===== config.mk =====
export PLATFORM = sky130hd
export DESIGN_NAME = reorder_buffer
export DESIGN_NICKNAME = d
export VERILOG_FILES = /design/src/rtl/reorder_buffer_pkg.sv /design/src/rtl/reorder_buffer_ptr_ctr.sv /design/src/rtl/reorder_buffer.sv
export SDC_FILE = /design/constraint.sdc
export NUM_CORES = 1
export LEC_CHECK = 0
export BUFFER_PORTS_ARGS = -buffer_cell sky130_fd_sc_hd__buf_2
export CORE_ASPECT_RATIO = 0.75
export CORE_MARGIN = 1
export CORE_UTILIZATION = 40
export CTS_BUF_LIST = sky130_fd_sc_hd__clkbuf_16
export CTS_CLUSTER_DIAMETER = 100
export DETAILED_ROUTE_END_ITERATION = 6
export SYNTH_ARGS = -nofsm -noshare
export SYNTH_HDL_FRONTEND = slang
export SYNTH_SLANG_ARGS = --single-unit

===== constraint.sdc =====
create_clock -name clk -period 4.72 [get_ports clk]
set_input_delay 0.944 -clock clk [delete_from_list [all_inputs] [get_ports clk]]
set_output_delay 0.944 -clock clk [all_outputs]
set_load 0.01 [all_outputs]

===== src/rtl/reorder_buffer_pkg.sv =====
// Shared types and defaults for the reorder buffer.
//   ROB_Entry       - per-instruction payload carried from Dispatch to commit
//   rob_state_e     - RUN / FLUSH control state
//   ROB_DEPTH_DEFAULT, ROB_IDX_W - default depth and its index width
package reorder_buffer_pkg;

  localparam int ROB_DEPTH_DEFAULT = 16;
  localparam int ROB_IDX_W         = $clog2(ROB_DEPTH_DEFAULT);
  localparam int PC_W              = 32;

  typedef struct packed {
    logic [PC_W-1:0] pc;
    logic [4:0]      rd;
    logic            rd_wen;
    logic            is_branch;
  } ROB_Entry;

  typedef enum logic {
    RUN   = 1'b0,
    FLUSH = 1'b1
  } rob_state_e;

endpackage


===== src/rtl/reorder_buffer_ptr_ctr.sv =====
// rob_ptr_ctr: wrapping pointer used for the ROB head and tail.
// Ports:
//   clk, rst_n - clock, synchronous active-low reset
//   i_inc      - advance pointer by one (wraps naturally, depth is 2^W)
//   i_clr      - return pointer to 0; has priority over i_inc
//   o_ptr      - current pointer value
module rob_ptr_ctr #(
  parameter int W = 4
) (
  input  logic         clk,
  input  logic         rst_n,
  input  logic         i_inc,
  input  logic         i_clr,
  output logic [W-1:0] o_ptr
);

  logic [W-1:0] r_ptr;

  always_ff @(posedge clk) begin
    if (!rst_n || i_clr) begin
      r_ptr <= '0;
    end else if (i_inc) begin
      r_ptr <= r_ptr + W'(1);
    end
  end

  assign o_ptr = r_ptr;

endmodule


===== src/rtl/reorder_buffer.sv =====
// reorder_buffer: circular ROB. Allocates one entry per cycle from Dispatch,
// records out-of-order writeback completions and retires in program order.
// Optional build macro: ROB_EXCEPTION_EN - store per-entry exceptions, expose
// them on commit_exception and flush the ROB after an excepting commit.
// Ports:
//   clk, rst_n                      - clock, synchronous active-low reset
//   new_entry, entry_valid          - allocation request from Dispatch
//   rob_index, rob_full             - tail index / allocation refused (registered)
//   rob_empty                       - no valid entries
//   wb_valid, wb_index, wb_result,
//   wb_exception                    - completion from execute/writeback
//   commit_valid, commit_ready      - in-order retire handshake
//   commit_entry, commit_result,
//   commit_index, commit_exception  - head slot contents
//   flush                           - squash everything
module reorder_buffer
  import reorder_buffer_pkg::*;
#(
  parameter int ROB_DEPTH = ROB_DEPTH_DEFAULT,
  parameter int XLEN      = 32
) (
  input  logic                         clk,
  input  logic                         rst_n,
  input  ROB_Entry                     new_entry,
  input  logic                         entry_valid,
  output logic [$clog2(ROB_DEPTH)-1:0] rob_index,
  output logic                         rob_full,
  output logic                         rob_empty,
  input  logic                         wb_valid,
  input  logic [$clog2(ROB_DEPTH)-1:0] wb_index,
  input  logic [XLEN-1:0]              wb_result,
  input  logic                         wb_exception,
  output logic                         commit_valid,
  input  logic                         commit_ready,
  output ROB_Entry                     commit_entry,
  output logic [XLEN-1:0]              commit_result,
  output logic [$clog2(ROB_DEPTH)-1:0] commit_index,
  output logic                         commit_exception,
  input  logic                         flush
);

  localparam int IDX_W = $clog2(ROB_DEPTH);
  localparam int CNT_W = IDX_W + 1;
  localparam logic [CNT_W-1:0] FULL_CNT = CNT_W'(ROB_DEPTH);

  rob_state_e           r_state;
  logic [CNT_W-1:0]     r_count;
  logic [ROB_DEPTH-1:0] r_valid;
  logic [ROB_DEPTH-1:0] r_done;
  logic [ROB_DEPTH-1:0] r_exc;
  ROB_Entry             r_entry  [ROB_DEPTH];
  logic [XLEN-1:0]      r_result [ROB_DEPTH];

  logic [IDX_W-1:0] w_head;
  logic [IDX_W-1:0] w_tail;
  logic             w_full;
  logic             w_commit_valid;
  logic             w_alloc;
  logic             w_wb;
  logic             w_commit;
  logic             w_wb_exc;
  logic             w_head_exc;
  logic             w_exc_flush;
  logic             w_go_flush;

  // Full depends only on registered count/state, never on entry_valid.
  assign w_full         = (r_count == FULL_CNT) || (r_state == FLUSH);
  assign w_commit_valid = r_valid[w_head] && r_done[w_head] && (r_state == RUN);
  assign w_head_exc     = r_exc[w_head];

  // External flush dominates every other same-cycle action.
  assign w_alloc  = entry_valid && !w_full && !flush;
  assign w_wb     = wb_valid && r_valid[wb_index] && !flush;
  assign w_commit = w_commit_valid && commit_ready && !flush;

`ifdef ROB_EXCEPTION_EN
  assign w_wb_exc         = wb_exception;
  assign w_exc_flush      = w_commit && w_head_exc;
  assign commit_exception = w_head_exc;
`else
  logic [1:0] w_unused_exc;
  assign w_unused_exc     = {wb_exception, w_head_exc};
  assign w_wb_exc         = 1'b0;
  assign w_exc_flush      = 1'b0;
  assign commit_exception = 1'b0;
`endif

  assign w_go_flush = flush || w_exc_flush;

  rob_ptr_ctr #(.W(IDX_W)) u_head (
    .clk   (clk),
    .rst_n (rst_n),
    .i_inc (w_commit),
    .i_clr (w_go_flush),
    .o_ptr (w_head)
  );

  rob_ptr_ctr #(.W(IDX_W)) u_tail (
    .clk   (clk),
    .rst_n (rst_n),
    .i_inc (w_alloc),
    .i_clr (w_go_flush),
    .o_ptr (w_tail)
  );

  always_ff @(posedge clk) begin
    if (!rst_n) begin
      r_state <= RUN;
      r_count <= '0;
      r_valid <= '0;
      r_done  <= '0;
      r_exc   <= '0;
      for (int unsigned i = 0; i < ROB_DEPTH; i++) begin
        r_entry[i]  <= '0;
        r_result[i] <= '0;
      end
    end else if (w_go_flush) begin
      // An excepting commit squashes any same-cycle allocation as well.
      r_state <= FLUSH;
      r_count <= '0;
      r_valid <= '0;
      r_done  <= '0;
      r_exc   <= '0;
    end else begin
      r_state <= RUN;
      if (w_alloc) begin
        r_valid[w_tail] <= 1'b1;
        r_done[w_tail]  <= 1'b0;
        r_exc[w_tail]   <= 1'b0;
        r_entry[w_tail] <= new_entry;
      end
      if (w_wb) begin
        r_done[wb_index]   <= 1'b1;
        r_exc[wb_index]    <= w_wb_exc;
        r_result[wb_index] <= wb_result;
      end
      if (w_commit) begin
        r_valid[w_head] <= 1'b0;
        r_done[w_head]  <= 1'b0;
        r_exc[w_head]   <= 1'b0;
      end
      unique case ({w_alloc, w_commit})
        2'b10:   r_count <= r_count + CNT_W'(1);
        2'b01:   r_count <= r_count - CNT_W'(1);
        default: r_count <= r_count;
      endcase
    end
  end

  assign rob_index     = w_tail;
  assign rob_full      = w_full;
  assign rob_empty     = (r_count == '0);
  assign commit_valid  = w_commit_valid;
  assign commit_entry  = r_entry[w_head];
  assign commit_result = r_result[w_head];
  assign commit_index  = w_head;

endmodule


Word-level counts from Yosys, hierarchy flattened
Memories as Yosys holds them, arrays and structs flattened. A register that Yosys moved wholly into a read port is not among the register bits.
Index checks and enable logic that the tools add are counted.
Word-level totals
  bits in registers: 46
  latch bits: 0
  bits in writable memories: 1136
  ROM bits: 0
  input port bits: 82
  output and inout bits: 83
  word-level logic and storage cells: 95
  memories: 2
Memory list
  r_entry: words 16, width 39, read ports 1, clocked after Yosys merged registers in 1, wr ports 16, RTL line reorder_buffer.sv:51  | ROB_Entry r_entry [ROB_DEPTH];
  r_result: words 16, width 32, read ports 1, clocked after Yosys merged registers in 1, wr ports 16, RTL line reorder_buffer.sv:52  | logic [XLEN-1:0] r_result [ROB_DEPTH];
Cells by class
  $add $sub $neg: 4
  multipliers: 0
  div/mod/pow operators: 0
  magnitude comparators: 6
  eq/ne operators: 3
  shift-type cells: 0
  multiplexer cells: 44
  bitwise gates (word level): 9
  reductions and logical operators: 21
Operators with widths (number)
  16-bit 2-to-1 mux: 11
  16-bit AND: 3
  39-bit 2-to-1 mux: 1
  39-bit OR reduction: 1
  32-bit 2-to-1 mux: 1
  16-bit NOT: 2
  16-bit bitwise OR: 2
  32-bit OR reduction: 1
  4-bit 2-to-1 mux: 6
  1-bit 2-to-1 mux: 18
  4-bit by 5-bit less-than comparator with 1-bit output (second input constant): 3
  1-bit binary-select mux with 4-bit select: 3
  1-bit demux with 4-bit select: 3
  4-bit by 1-bit greater-or-equal comparator with 1-bit output (second input constant): 3
  1-bit logical AND: 11
  5-bit case mux with 2 select lines: 1
  4-bit by 1-bit adder with 4-bit output (second input constant): 2
  5-bit by 1-bit adder with 5-bit output (second input constant): 1
  5-bit equality test (second input constant): 1
  5-bit zero test: 1
  5-bit by 1-bit subtractor with 5-bit output (second input constant): 1
  1-bit zero test: 3
  2-bit by 1-bit equality test with 1-bit output (second input constant): 1
  2-bit equality test (second input constant): 1
  other kinds (4): 6

Logic depth before layout (Yosys ltp)
Gate-level depths: netlist of run 1.
  word-level depth: 15
  depth in mapped cells: 18
  mapped depth without buffers: 13

Cells and area by module
A second synthesis of run 1 with hierarchy kept.
Unflattened totals
  cells, all modules: 3322
  area total of the unflattened synthesis: 53455.0 µm²
Modules (own cells, without submodules)
  reorder_buffer: times used 1, cells an instance 3288, area each 53092.2 µm², seq. area each 34873.4 µm²
  rob_ptr_ctr: times used 2, cells an instance 17, area each 181.4 µm², seq. area each 80.1 µm²

Worst setup path after synthesis of run 1
No wires, ideal clock.
  path kind: input port to flip-flop
  start point: input port entry_valid
  end point: memory r_entry[9][0] (netlist bit), enable pin
  setup time: 0.489 ns
  arrival: 4.322 ns
  data required time: 4.231 ns
  path slack: -0.091 ns
  stages: 4
  path buffers: 1
  cell sequence: nor2b_1 > buf_2 > nand2_1 > o21ai_0
RTL lines
  start, declared: RTL line reorder_buffer.sv:25  | input logic entry_valid,
  end, declared: RTL line reorder_buffer.sv:51

==> impl_metrics.env, run 1 <==
export IMPL_drc=0
export IMPL_cp_max_fo=39
export IMPL_synth_nets=3430
export IMPL_power_static_leakage_nw=23.2
export IMPL_grtUsageMet2_pct=34.0
export IMPL_max_stage_delay_ps=570
export IMPL_gp_congestion=0.774
export IMPL_core_area_um2=132000
export IMPL_finalCriticalPeriod_ps=4230
export IMPL_hpwl_um=81700
export IMPL_finalPower_mw=22.1
export IMPL_crit_type="reg2out"
export IMPL_dr_pass1_iters=5
export IMPL_grtUsageTotal_pct=22.0
export IMPL_arrival_ps=3280
export IMPL_ctsResizeCount=0
export IMPL_tightest_slew_ps=1110
export IMPL_via_per_inst=5.79
export IMPL_ys_seq_elements=1186
export IMPL_period_share_pct=89.5
export IMPL_gr_total_overflow=0
export IMPL_timing_final_ws_setup_ps=494
export IMPL_seqPwrFrac_pct=54.0
export IMPL_regArea_um2=35100
export IMPL_critical_path_top_cell_by_count="mux4_2"
export IMPL_vias=30391
export IMPL_power_density_nw_per_um2=364
export IMPL_synth_top_area_share_pct=63.7
export IMPL_cts_buffers=120
export IMPL_switchingPower_mw=4.91
export IMPL_maxCapViolCount=0
export IMPL_grt_first_pass_wirelength_um=218000
export IMPL_netlist_instances=3337
export IMPL_pwr_share_comb_pct=4.3
export IMPL_drive_above_1_share_pct=25.2
export IMPL_crit_chain="buf_12 -> buf_4 -> mux4_2 -> mux4_2 -> buf_2"
export IMPL_cts_root_buf="clkbuf_16"
export IMPL_antenna_left=0
export IMPL_peakVddDrop_mv=0.279
export IMPL_clk_pin_slew_worst_paths_ps=60
export IMPL_nNetsFinal=3478
export IMPL_routedWlPerCell_um=28.5
export IMPL_fill_cells=11162
export IMPL_ys_types=56
export IMPL_final_util_pct=45.9
export IMPL_cp_slowest_cell="mux4_2"
export IMPL_synth_yosys_warnings=0
export IMPL_hold_viol_final=0
export IMPL_row_count=115
export IMPL_skew_ps=19.9
export IMPL_cts_tree="done"
export IMPL_status="completed"
export IMPL_p_int_mw=17.2
export IMPL_die_x_um=425
export IMPL_ys_top_cells_by_area="edfxtp_1 (64%), mux4_2 (15%), and2_1 (6.9%)"
export IMPL_antenna_found_initial=27
export IMPL_area_growth_pct=13.1
export IMPL_clkSinkCount=1186
export IMPL_htreeDepth=3
export IMPL_cts_max_path_buffers=3
export IMPL_first_iter_violations=3702
export IMPL_grt_max_degree=129
export IMPL_cts_hold_buf=0
export IMPL_slew_viol_final=0
export IMPL_final_setup_viol_count=0
export IMPL_relSlewSlack_pct=26.0
export IMPL_synth_commonest_cells="edfxtp_1 (1136), and2_1 (592), and3_1 (553)"
export IMPL_clkLatencyLatePin_ps=740
export IMPL_busiest_layer="met2"
export IMPL_io_buffers=162
export IMPL_die_h_um=319
export IMPL_synth_seq_area_share_pct=65.5
export IMPL_swShare_pct=22.2
export IMPL_critPathLaunchType="flop"
export IMPL_synth_edff_count=1136
export IMPL_use_met1_pct=32.7
export IMPL_post_cts_buffers=0
export IMPL_fmax_mhz=237
export IMPL_wl_um=150000
export IMPL_min_path_type="reg2reg"
export IMPL_end_kind="output port"
export IMPL_yosysMostFrequentCell="edfxtp_1"
export IMPL_rsz0062_at_grt="false"
export IMPL_final_area_um2=60600
export IMPL_synthArstFlopShare_pct=0
export IMPL_start_util_pct=40.6
export IMPL_yosysTopAreaCell="edfxtp_1"
export IMPL_pwr_share_clk_pct=41.7
export IMPL_synth_flop_cell="edfxtp_1"
export IMPL_placed_area_um2=56800
export IMPL_io_pins=165
export IMPL_multi_input_area_um2=17500
export IMPL_place_ws_ps=1080
export IMPL_synth_avg_cell_area_um2=16.1
export IMPL_synthesis_area_um2=53600
export IMPL_worstPathRequired_ps=3780
export IMPL_grt_pass1_vias=30489
export IMPL_gr_usage_met3_pct=3.94
export IMPL_die_area_um2=135000
==> cell type report <==
type                    instances  area share, %
flip-flops and latches       1186           58.0
multi-input cells            1787           28.9
clock buffers                 124           5.12
well taps                    1755           3.62
repair buffers                280           3.24
clock inverters               102           1.09
inverters                      10         0.0619
diodes                          9         0.0372
==> power groups by stage <==
stage,registers [mW],logic [mW],clock network [mW]
2_1_floorplan,12.1,0.459,0
3_3_place_gp,12.1,0.946,0
3_5_place_dp,12.1,0.949,0
4_1_cts,11.9,0.951,9.33
5_1_grt,12.0,0.998,9.71
6_report,11.9,0.951,9.20
==> metrics by stage <==
stage / cells / hold WS, ps / setup TNS [ps]
2_1_floorplan: 3337 / 447 / -34330
3_3_place_gp: 5018 / 459 / 0
3_5_place_dp: 5018 / 471 / 0
4_1_cts: 5244 / 479 / 0
5_1_grt: 5248 / 520 / 0
6_report: 5253 / 489 / 0
==> critical path, delay by kind of cell, from the launching register on <==
| kind | cells | cell delay [ps] |
|---|---|---|
| mux | 2 | 1050 |
| buf+inv | 3 | 890 |
| flops | 1 | 540 |
==> routing by layer <==
metal	part of all wire (%)	wire, um	vias to the layer above
met1	44	66600	16014
met4	1.8	2740	2
met3	7.4	11100	194
met5	0.011	17	-
li1	-	-	12949
met2	46	69400	1232
==> path summary, 6_finish.rpt <==
| kind | cells past startpoint | slack (ps) | from | end |
|---|---|---|---|---|
| setup / recovery | 5 | 490 | flop | commit_entry[32] |
| hold / removal | 2 | 490 | r_done[8] | r_done[8] |
| setup reg to reg | 12 | 1050 | u_head.o_ptr[0] | r_count[4] |
| hold reg to reg | 2 | 490 | r_done[8] | r_done[8] |
==> kinds of logic (layout without fill, tap and decap cells) <==
group	count (synthesis)	in the layout	synth area share (%)
other	1	10	0.00700
xor gates and xnor gates	7	7	0.114
buffers and inverters	364	516	2.72
AOI/OAI and AO/OA	111	111	1.28
muxes	369	369	15.4
and+or+nand+nor	1288	1288	14.6
adders and majority gates	11	11	0.257
DFF	1186	1186	65.5
==> sequential cells by signal, summed over array words and instances, names as in the netlist, named ones only <==
signal and flops:
r_entry 624, u_head.o_ptr 4, r_done 16, r_valid 16
r_result 512, u_tail.o_ptr 4, r_state 1, r_count 5
==> cell usage in the layout (no fill, tap or decap), types with 3 or more instances in the layout <==
cell        synthesis  final
clkinvlp_4          0      4
inv_2               1      3
a31oi_1            12     12
ha_4                0      4
inv_1               9     46
a21oi_1            11     11
xnor2_1             3      3
nor3_1              7      4
bufinv_16           0      6
nand2_2             0      5
buf_4               3     97
diode_2             0      9
dfxtp_1            50     46
xor2_1              4      4
o2111a_1            3      3
dfxtp_4             0      4
ha_1               11      7
o21ai_4             0     25
nor2_4              0     17
nor2b_1             9      9
clkinv_1            0     26
and3_1            553    553
mux4_2            365    365
mux2i_1             3      3
edfxtp_1         1136   1136
o211a_1             6      6
nand2b_1            7      5
a22oi_1             3      3
nor3_2              1      3
clkinv_2            0     19
clkbuf_16           0    124
buf_2              33    161
or3_1               8      8
nor2_1             48     31
nand2_1            35     30
nand3_1            17     17
and2_1            592    592
o21ai_0            58     33
buf_12              0     21
inv_6               0      3
Note: power is estimated with default switching activity, not from simulation.
==> run 2: changes to the inputs <==
--- a/config.mk
+++ b/config.mk
@@ -12,6 +12,8 @@
 export CTS_BUF_LIST = sky130_fd_sc_hd__clkbuf_16
 export CTS_CLUSTER_DIAMETER = 100
 export DETAILED_ROUTE_END_ITERATION = 6
+export MAX_ROUTING_LAYER = met4
 export SYNTH_ARGS = -nofsm -noshare
 export SYNTH_HDL_FRONTEND = slang
+export SYNTH_HIERARCHICAL = 1
 export SYNTH_SLANG_ARGS = --single-unit
==> run 2 against run 1 <==
Effect of this change: the flow now finishes with violations (DRC); first-iteration DRC count fell by 6.3%; clock power rose by 0.4%; cell area decreased by 0.46%; critical path depth is the same; largest cell class unchanged.
==> impl_metrics.env, run 2 <==
export IMPL_htreeDepth=3
export IMPL_synthArstFlopShare_pct=0
export IMPL_tightest_slew_ps=1280
export IMPL_hpwl_um=79400
export IMPL_io_pins=165
export IMPL_hold_viol_final=0
export IMPL_rsz0062_at_grt="false"
export IMPL_dr_pass1_iters=7
export IMPL_grt_first_pass_wirelength_um=212000
export IMPL_worstPathRequired_ps=3780
export IMPL_timing_final_ws_setup_ps=250
export IMPL_vias=29114
export IMPL_finalCriticalPeriod_ps=4470
export IMPL_grtUsageTotal_pct=22.4
export IMPL_cp_slowest_cell="dfxtp_4"
export IMPL_antenna_found_initial=30
export IMPL_final_setup_viol_count=0
export IMPL_antenna_left=0
export IMPL_area_growth_pct=12.9
export IMPL_die_area_um2=135000
export IMPL_largest_register_ff_count=624
export IMPL_power_static_leakage_nw=21.1
export IMPL_grt_max_degree=134
export IMPL_ys_types=67
export IMPL_grt_pass1_vias=29448
export IMPL_fmax_mhz=224
export IMPL_synth_edff_count=1136
export IMPL_max_stage_delay_ps=710
export IMPL_start_util_pct=40.6
export IMPL_synth_top_area_share_pct=63.8
export IMPL_wl_um=146000
export IMPL_finalSetupTns_ps=0
export IMPL_violations="DRC"
export IMPL_routedWlPerCell_um=27.7
export IMPL_synth_commonest_cells="edfxtp_1 (1136), and2_1 (1010), mux4_2 (360)"
export IMPL_skew_ps=21.6
export IMPL_synthesis_area_um2=53500
export IMPL_clkSinkCount=1182
export IMPL_min_path_type="reg2reg"
export IMPL_synth_flop_cell="edfxtp_1"
export IMPL_critPathLaunchType="flop"
export IMPL_power_density_nw_per_um2=365
export IMPL_clkLatencyLatePin_ps=740
export IMPL_row_count=115
export IMPL_ys_top_cells_by_area="edfxtp_1 (64%), mux4_2 (15%), and2_1 (12%)"
export IMPL_post_cts_buffers=0
export IMPL_cts_buffers=121
export IMPL_final_common_cell="edfxtp_1"
export IMPL_drive_above_1_share_pct=25.0
export IMPL_synth_avg_cell_area_um2=16.1
export IMPL_die_x_um=424
export IMPL_via_per_inst=5.51
export IMPL_cts_hold_buf=0
export IMPL_clk_pin_slew_worst_paths_ps=60
export IMPL_gr_total_overflow=0
export IMPL_relSlewSlack_pct=14.5
export IMPL_ys_seq_elements=1182
export IMPL_yosysTopAreaCell="edfxtp_1"
export IMPL_critical_path_top_cell_by_count="mux4_2"
export IMPL_cts_root_buf="clkbuf_16"
export IMPL_slew_viol_final=0
export IMPL_drc=3
export IMPL_synth_seq_area_share_pct=65.5
export IMPL_core_area_um2=132000
export IMPL_cts_max_path_buffers=3
export IMPL_mostFrequentLayoutCells="edfxtp_1 (1136), and2_1 (1010), mux4_2 (360)"
export IMPL_status="finished, violations left"
export IMPL_yosysMostFrequentCell="edfxtp_1"
export IMPL_cp_max_fo=31
export IMPL_cts_tree="done"
export IMPL_crit_type="reg2out"
export IMPL_die_h_um=319
export IMPL_end_kind="output port"
export IMPL_largest_registers="r_entry (624), r_result (512)"
export IMPL_gp_congestion=0.799
export IMPL_peakVddDrop_mv=0.322
export IMPL_arrival_ps=3530
export IMPL_maxCapViolCount=0
export IMPL_crit_chain="buf_12 -> buf_4 -> mux4_2 -> mux4_2 -> buf_2"
export IMPL_nNetsFinal=3503
export IMPL_synth_nets=3409
export IMPL_io_buffers=162
export IMPL_first_iter_violations=3469
export IMPL_place_ws_ps=853
export IMPL_netlist_instances=3322
export IMPL_top_register="r_entry"
export IMPL_ctsResizeCount=0
export IMPL_period_share_pct=94.7
export IMPL_synth_yosys_warnings=6
-- run 2: cell count changes after synthesis, moves of 9 or more --
cell / previous run / this run
a211oi_1: 2 / 25
a21oi_1: 11 / 20
and2_1: 592 / 1010
and3_1: 553 / 1
buf_2: 33 / 94
buf_6: 3 / 17
clkbuf_1: 295 / 164
clkbuf_2: 14 / 3
mux2i_1: 3 / 15
nand2_1: 35 / 93
nor2_1: 48 / 163
o21ai_0: 58 / 17
-- run 2: cells by family (layout without fill, tap and decap cells) --
family	Yosys count	after routing	share of synthesized area, %
AOI/OAI and AO/OA	99	99	1.30
xor gates and xnor gates	6	6	0.0983
adders and majority gates	5	5	0.117
buffers and inverters	300	490	2.61
DFF	1182	1182	65.5
muxes	377	377	15.5
other	1	16	0.00702
and+or+nand+nor	1352	1352	14.8
-- run 2: final timing paths --
kind                   startpoint          endpoint  slack [ps]  cells after the start
setup / recovery  u_head/o_ptr[0]  commit_result[8]         250                      5
hold reg to reg         r_done[1]         r_done[1]         490                      2
hold / removal          r_done[1]         r_done[1]         490                      2
setup reg to reg  u_head/o_ptr[3]        r_count[4]         770                     14
-- run 2: cell type report --
type                       count  area [um^2]
antenna                       15         37.5
fill                       11345        71500
tap                         1755         2200
inverter                       7         31.3
clock inverter                95          644
timing repair buffer         264         1880
sequential                  1182        35000
clock buffer                 124         3100
multi-input combinational   1840        17400
-- run 2: routing by layer --
layer  GRT usage [%]  wire length (um)  up-vias
li1                -                 -    12554
met1            32.9             65600    15151
met2            32.5             66400     1189
met3            3.94             11500      220
met4            4.97              2930        0
met5               -                 0        -
-- run 2: through the flow --
step / cells / area (um^2) / hold slack [ps] / utilization, % / power (mW)
3_3_place_gp: 5048 / 56500 / 460 / 42.9 / 13.0
2_1_floorplan: 3322 / 53500 / 448 / - / 12.5
5_1_grt: 5275 / 60300 / 502 / 45.8 / 22.6
4_1_cts: 5267 / 60300 / 486 / 45.7 / 22.2
6_report: 5282 / 60300 / 487 / 45.8 / 22.0
3_5_place_dp: 5048 / 56500 / 477 / 42.9 / 13.0
-- run 2: where the power goes --
group	switching [mW]	leakage, nW	internal [mW]
clock network	4.13	1.93	5.11
registers	0.0934	12.1	11.8
logic	0.614	7.08	0.274
-- run 2: critical path: cells and delay by family, from the launching register on --
| kind | cells | cell delay (ps) |
|---|---|---|
| flip-flops | 1 | 710 |
| multiplexers | 2 | 1120 |
| buffers and inverters | 3 | 910 |
